**config.mk**
```make
export PLATFORM = sky130hd
export DESIGN_NAME = mem_port_arbiter
export DESIGN_NICKNAME = d
export VERILOG_FILES = /design/src/rtl/mem_port_arbiter.sv
export SDC_FILE = /design/constraint.sdc
export NUM_CORES = 1
export LEC_CHECK = 0
export CAP_MARGIN = 5
export CORE_ASPECT_RATIO = 1.75
export CORE_UTILIZATION = 28
export DETAILED_ROUTE_END_ITERATION = 7
export GPL_TIMING_DRIVEN = 0
export HOLD_SLACK_MARGIN = 0.03
export PLACE_DENSITY = 0.67
export SETUP_SLACK_MARGIN = 0.5
export SLEW_MARGIN = 20
export SYNTH_ARGS = -nofsm -noshare
export SYNTH_HDL_FRONTEND = slang
export SYNTH_SLANG_ARGS = --single-unit
export TNS_END_PERCENT = 10
```
**constraint.sdc**
```tcl
create_clock -name CLK -period 5.4 [get_ports CLK]
set_input_delay 1.08 -clock CLK [delete_from_list [all_inputs] [get_ports CLK]]
set_output_delay 1.08 -clock CLK [all_outputs]
set_load 0.01 [all_outputs]
```
**src/rtl/mem_port_arbiter.sv**
```systemverilog
// -----------------------------------------------------------------------------
// mem_port_arbiter
//
// Shares the single unified memory port between the multicycle CPU
// (instruction fetch / load / store) and an external requester (program
// loader / debug port). In IDLE the pending requests are sampled and one is
// granted. Ties are broken round-robin, and the CPU wins the first tie after
// reset. The winner's command is latched and the memory is driven for
// MEM_LAT cycles. The read data is captured in the last cycle. A one-cycle
// done pulse follows, and then the port returns to IDLE.
//
// Ports
//   CLK, RST                 clock (rising edge), async active-high reset
//   cpu_req/we/addr/wdata    CPU request; hold req until cpu_done
//   cpu_rdata, cpu_done      CPU read data (held) and completion pulse
//   cpu_stall                holds the CPU control FSM while its access pends
//   ext_req/we/addr/wdata    external request, same protocol as the CPU
//   ext_rdata, ext_done      external read data (held) and completion pulse
//   mem_en/we/addr/wdata     memory command, stable for the whole access
//   mem_rdata                memory read data, valid in the last access cycle
//   owner                    00 none, 01 CPU, 10 external
// -----------------------------------------------------------------------------
module mem_port_arbiter #(
  parameter int ADDR_W  = 16,
  parameter int DATA_W  = 16,
  parameter int MEM_LAT = 1    // legal 1..7
) (
  input  logic              CLK,
  input  logic              RST,
  input  logic              cpu_req,
  input  logic              cpu_we,
  input  logic [ADDR_W-1:0] cpu_addr,
  input  logic [DATA_W-1:0] cpu_wdata,
  output logic [DATA_W-1:0] cpu_rdata,
  output logic              cpu_done,
  output logic              cpu_stall,
  input  logic              ext_req,
  input  logic              ext_we,
  input  logic [ADDR_W-1:0] ext_addr,
  input  logic [DATA_W-1:0] ext_wdata,
  output logic [DATA_W-1:0] ext_rdata,
  output logic              ext_done,
  output logic              mem_en,
  output logic              mem_we,
  output logic [ADDR_W-1:0] mem_addr,
  output logic [DATA_W-1:0] mem_wdata,
  input  logic [DATA_W-1:0] mem_rdata,
  output logic [1:0]        owner
);

  typedef enum logic [1:0] {
    S_IDLE   = 2'd0,
    S_ACCESS = 2'd1,
    S_DONE   = 2'd2
  } state_t;

  localparam logic [1:0] OWN_NONE = 2'b00;
  localparam logic [1:0] OWN_CPU  = 2'b01;
  localparam logic [1:0] OWN_EXT  = 2'b10;

  // The counter counts the remaining access cycles. It reaches 0 in the last cycle.
  localparam logic [2:0] LAT_M1 = 3'(MEM_LAT - 1);

  state_t            r_state;
  state_t            w_next_state;
  logic [2:0]        r_cnt;
  logic              r_we;
  logic [ADDR_W-1:0] r_addr;
  logic [DATA_W-1:0] r_wdata;
  logic [1:0]        r_owner;
  logic              r_last_ext;   // 1: the external requester won the last grant
  logic [DATA_W-1:0] r_cpu_rdata;
  logic [DATA_W-1:0] r_ext_rdata;
  logic              w_grant_cpu;
  logic              w_grant_ext;

  // The CPU takes the port when it is alone or when the external side won last.
  assign w_grant_cpu = cpu_req & (~ext_req | r_last_ext);
  assign w_grant_ext = ext_req & ~w_grant_cpu;

  // ---------------------------------------------------------------------------
  // State register
  // ---------------------------------------------------------------------------
  // NOTE: sequential logic uses non-blocking assignments, so every register
  // samples the values from before the edge, whatever the order of the statements.
  always_ff @(posedge CLK or posedge RST) begin
    if (RST) r_state <= S_IDLE;
    else     r_state <= w_next_state;
  end

  // ---------------------------------------------------------------------------
  // Next-state logic
  // ---------------------------------------------------------------------------
  always_comb begin
    // NOTE: a default assignment comes first, so no path through the case
    // leaves the signal unassigned. An unassigned path would infer a latch.
    w_next_state = r_state;
    case (r_state)
      S_IDLE:   if (cpu_req || ext_req) w_next_state = S_ACCESS;
      S_ACCESS: if (r_cnt == 3'd0)      w_next_state = S_DONE;
      S_DONE:                           w_next_state = S_IDLE;
      default:                          w_next_state = S_IDLE;
    endcase
  end

  // ---------------------------------------------------------------------------
  // Outputs decoded from the state. An async reset of the state drops
  // mem_en and mem_we at once and also cancels any pending done pulse.
  // ---------------------------------------------------------------------------
  always_comb begin
    mem_en   = 1'b0;
    mem_we   = 1'b0;
    cpu_done = 1'b0;
    ext_done = 1'b0;
    case (r_state)
      S_ACCESS: begin
        mem_en = 1'b1;
        mem_we = r_we;
      end
      S_DONE: begin
        cpu_done = (r_owner == OWN_CPU);
        ext_done = (r_owner == OWN_EXT);
      end
      default: ;
    endcase
  end

  assign mem_addr  = r_addr;
  assign mem_wdata = r_wdata;
  assign owner     = r_owner;
  assign cpu_rdata = r_cpu_rdata;
  assign ext_rdata = r_ext_rdata;
  // The stall is released in the done cycle, so the CPU FSM advances on the
  // edge that ends the access.
  assign cpu_stall = cpu_req & ~cpu_done;

  // ---------------------------------------------------------------------------
  // Command latch, access counter, read-data capture, arbitration history
  // ---------------------------------------------------------------------------
  always_ff @(posedge CLK or posedge RST) begin
    if (RST) begin
      // NOTE: the datapath registers are reset as well. Their values appear
      // directly on the memory and requester ports, which must read 0 out of reset.
      r_cnt       <= 3'd0;
      r_we        <= 1'b0;
      r_addr      <= '0;
      r_wdata     <= '0;
      r_owner     <= OWN_NONE;
      r_last_ext  <= 1'b1;
      r_cpu_rdata <= '0;
      r_ext_rdata <= '0;
    end else begin
      case (r_state)
        S_IDLE: begin
          if (w_grant_cpu) begin
            r_we    <= cpu_we;
            r_addr  <= cpu_addr;
            r_wdata <= cpu_wdata;
            r_owner <= OWN_CPU;
            r_cnt   <= LAT_M1;
          end else if (w_grant_ext) begin
            r_we    <= ext_we;
            r_addr  <= ext_addr;
            r_wdata <= ext_wdata;
            r_owner <= OWN_EXT;
            r_cnt   <= LAT_M1;
          end
        end
        S_ACCESS: begin
          if (r_cnt == 3'd0) begin
            // A write leaves the owner's read data untouched.
            if (!r_we) begin
              if (r_owner == OWN_CPU) r_cpu_rdata <= mem_rdata;
              if (r_owner == OWN_EXT) r_ext_rdata <= mem_rdata;
            end
          end else begin
            r_cnt <= r_cnt - 3'd1;
          end
        end
        S_DONE: begin
          r_last_ext <= (r_owner == OWN_EXT);
          r_owner    <= OWN_NONE;
        end
        default: ;
      endcase
    end
  end

endmodule

```
# Yosys cells after proc, flatten, opt, wreduce, memory -nomap -nowiden
# Index checks and enable logic that the tools add are counted.
# word_totals
regBits	73
latch_bits	0
mem_bits_rw	0
romBits	0
inputBits	86
out_inout_bits	71
wordCells	58
n_memories	0
# classes
add_sub_neg	1
n_mul	0
n_div	0
n_lt_le_gt_ge	0
n_eq_ne	8
shifts	0
muxes	20
bitwise	8
n_reduce_logical	12
# ops
operator	n
$mux 16	4
$mux 3	3
$mux 2	4
$pmux 2 s2	2
$reduce_and 4->1	2
$mux 1	6
$ne 2x2->1 const B	3
$pmux 3 s2	1
$reduce_and 2->1	3
$reduce_bool 2->1	3
$eq 2x1->1 const B	2
$eq 2x2->1 const B	2
$not 1->1	4
$and 1x1->1	3
$logic_not 3->1	1
$ne 3x3->1 const B	1
$reduce_and 3->1	1
$sub 3x1->3 const B	1
$logic_not 2->1	1
$logic_or 1x1->1	1
$or 1x1->1	1

# Longest topological paths before layout
# depth
ltp_word	8
mapped_depth	7
mapped_depth_nobuf	6

# Worst setup path after synthesis
# OpenSTA, ideal clock, no wires.
# synth_path
path_kind	in2out
startpoint	input cpu_req
endpoint	output cpu_stall
t_arrival_ps	1277
required_ps	4320
slack_ps	3043
stages	1
path_buffers	0
cell_sequence	nor2b_1
# synth_between
elab_chain_cells	1
# synth_lines
item	line	rtl
from (decl)	30	input logic cpu_req,
$and 1x1->1	135	assign cpu_stall = cpu_req & ~cpu_done;
to (decl)	36	output logic cpu_stall,
# No other way between the ends.

# Worst setup path after layout
# Ends and elaborated chain as after synthesis.

==> results.cfg <==
[sta]
timing.final.ws_setup_ps = 1965
fin_crit_sh_pct = 63.60
setup_violations = 0
fin_crit_ps = 3435
holdWs_ps = 476.6
tightest_slew_ps = 524.6
final_max_slew_viol_count = 0
fin_worst_skew_ps = 7.051
finalHoldViolCount = 0
timing.fmax_ghz = 0.2912
setup_tns_ps = 0
rsz0062_at_grt = no
max_slew_margin_pct = 65.03

[layout]
syn_to_final_growth_pct = 65.27
drive_gt1_share_pct = 17.05
antenna_cells = 0
stdcell_count = 525
nets = 476

[synth]
synth-seq-cells = 73
synth-async-reset-ratio_pct = 100.0
synth_area_um2 = 3196
synthFlopType = dfrtp_1
ys_warn_count = 0
yosysUniqueCellTypes = 29
synth_seq_area_share_pct = 57.20
syn_nets = 308
synthCells = 220
synth_edf_count = 0
post_synth.cell_area_avg_um2 = 14.53

[worst_setup_path]
path_cells = clkdlybuf4s50_1 -> nor2b_1 -> clkdlybuf4s50_1
crit_required_ps = 4320
path_max_fanout = 5
cp-start-kind = input port
critPathBufInv = 2
critPathKind = in -> out
critical-path-max-stage-delay_ps = 550
crit_slowest_cell = clkdlybuf4s50_1
cp_top_family = buffers and inverters
critPathCaptureType = output pin
crit_arrival_ps = 2350
cp_common_cell = clkdlybuf4s50_1

[clock_tree]
cts_resized = 0
clock_path_buffers = 2
cts_sinks = 73
postCtsSetupBuffers = 0
clk_latency_ps = 330
numCtsBuffers = 9
cts-htree-levels = 3
cts.hold.buffers_added = 0
root_buffer = clkbuf_16
cts_tree = built
clk_pin_slew_worst_paths_ps = 60

[place]
io_buffers = 156
hpwl_um = 6455
dp.cells = 509
gp_congestion = 0.7177
post-place-ws_ps = 1995

[routing]
routed_wl_um = 8656
wl_per_cell_um = 16.49
vias = 2548
drc_errors = 0
ant_nets = 0
drt_iter0_markers = 64
drtPass1Iterations = 4
viasPerCell = 4.853

[floorplan]
die_width_um = 82.76
dieArea_um2 = 11860
row_count = 51
pin_count = 157
start_util_pct = 28.78
die_y_um = 143.3
core-area_um2 = 11100

[grt]
grt_pass1_vias = 2764
grtUsageTotal_pct = 15.16
grt_overflow = 0
grt_pass1_wl_um = 13460
antenna_found_initial = 0
grt_max_degree = 44

[worst_hold_path]
min_path_type = reg -> reg

[pwr]
power-per-cell-area_nw_per_um2 = 578.2
ir_worst_vdd_uv = 294.4
p_leak_nw = 2.294
power_mw = 3.054

[status]
status = completed

[run]
max_cap_violations = 0
[sequential cells by signal (all words and copies together) (netlist names)]
register    flops
mem_addr       16
owner           2
r_state         2
r_cnt           3
mem_wdata      16
ext_rdata      16
r_we            1
cpu_rdata      16
r_last_ext      1
[final timing paths]
check | start | slack [ps] | to | cells past startpoint
setup / recovery | cpu_req | 1970 | cpu_stall | 3
hold / removal | r_cnt[0]$_DFFE_PP0P_ | 480 | r_cnt[0]$_DFFE_PP0P_ | 1
setup reg to reg | r_cnt[0]$_DFFE_PP0P_ | 3520 | cpu_rdata[6]$_DFFE_PP0P_ | 7
hold reg to reg | r_cnt[0]$_DFFE_PP0P_ | 480 | r_cnt[0]$_DFFE_PP0P_ | 1
max in group asynchronous | RST | 3680 | r_last_ext$_DFFE_PP1P_ | 3
min in group asynchronous | RST | 1100 | cpu_rdata[0]$_DFFE_PP0P_ | 2
[metal layers]
metal | vias up | GRT usage (%) | part of all wire (%)
met5 | - | 0 | 0
met4 | 0 | 5.989 | 1.7
met3 | 11 | 3.810 | 5.4
met2 | 102 | 26.10 | 53
met1 | 1263 | 17.50 | 40
li1 | 1172 | - | -
[area by class of cell]
class,count,area (µm²)
Buffer,17,110.1
Clock buffer,11,232.7
Clock inverter,5,103.9
Fill cell,1041,5822
Inverter,4,17.52
Multi-Input combinational cell,126,1242
Sequential cell,73,1828
Tap cell,132,165.2
Timing Repair Buffer,157,1582
[cell families after synthesis]
kind of cell | after synthesis | synth area share [%]
compound gates | 73 | 19.58
mux | 33 | 13.94
simple gates | 18 | 4.581
flops | 73 | 57.20
fa+ha+maj | 2 | 0.7830
buf+inv | 21 | 3.915
[through the flow]
stage,area [µm²],util (%)
5_1_grt,5281,47.57
3_5_place_dp,4945,44.53
6_report,5281,47.57
3_3_place_gp,4922,44.33
4_1_cts,5281,47.57
2_1_floorplan,3196,-
[worst register-to-register path, stage by stage (launching register included)]
cell and delay, ps:
dfrtp_1 360, inv_1 50, ha_1 190, ha_1 190, and4bb_2 280, nand3b_4 150, buf_6 210, mux2_4 320
[power by group]
part           switching, mW  internal [mW]
Combinational          0.524          0.892
Clock                  0.218          0.451
Sequential             0.157          0.812
Total                  0.898           2.16
[layout by cell type (no fill, tap or decap), types with 3 or more instances in the layout]
cell type        synthesis  layout
clkdlybuf4s50_1          0     156
dfrtp_1                 72      72
o21a_1                  33      33
a221o_1                 33      33
mux2_4                  20      20
mux2_2                  12      12
clkbuf_16                0       9
clkbuf_1                 5       7
buf_2                    7       7
buf_6                    5       5
inv_1                    4       3
bufinv_16                0       3
[cells in the mapped netlist, drive strengths merged, types with 2 or more instances]
master	number	area share, %
ha	2	0.78
nand3b	2	1.3
buf	12	2.9
and3	2	0.39
o21a	33	7.8
inv	4	0.47
o22ai	2	0.39
clkbuf	5	0.59
and2	2	0.39
mux2	32	14
a31o	2	0.55
nor2	2	0.24
o21ai	2	0.31
a221o	33	10
dfrtp	72	56
nor3b	2	0.47
Note: power is estimated with default switching activity, not from simulation.
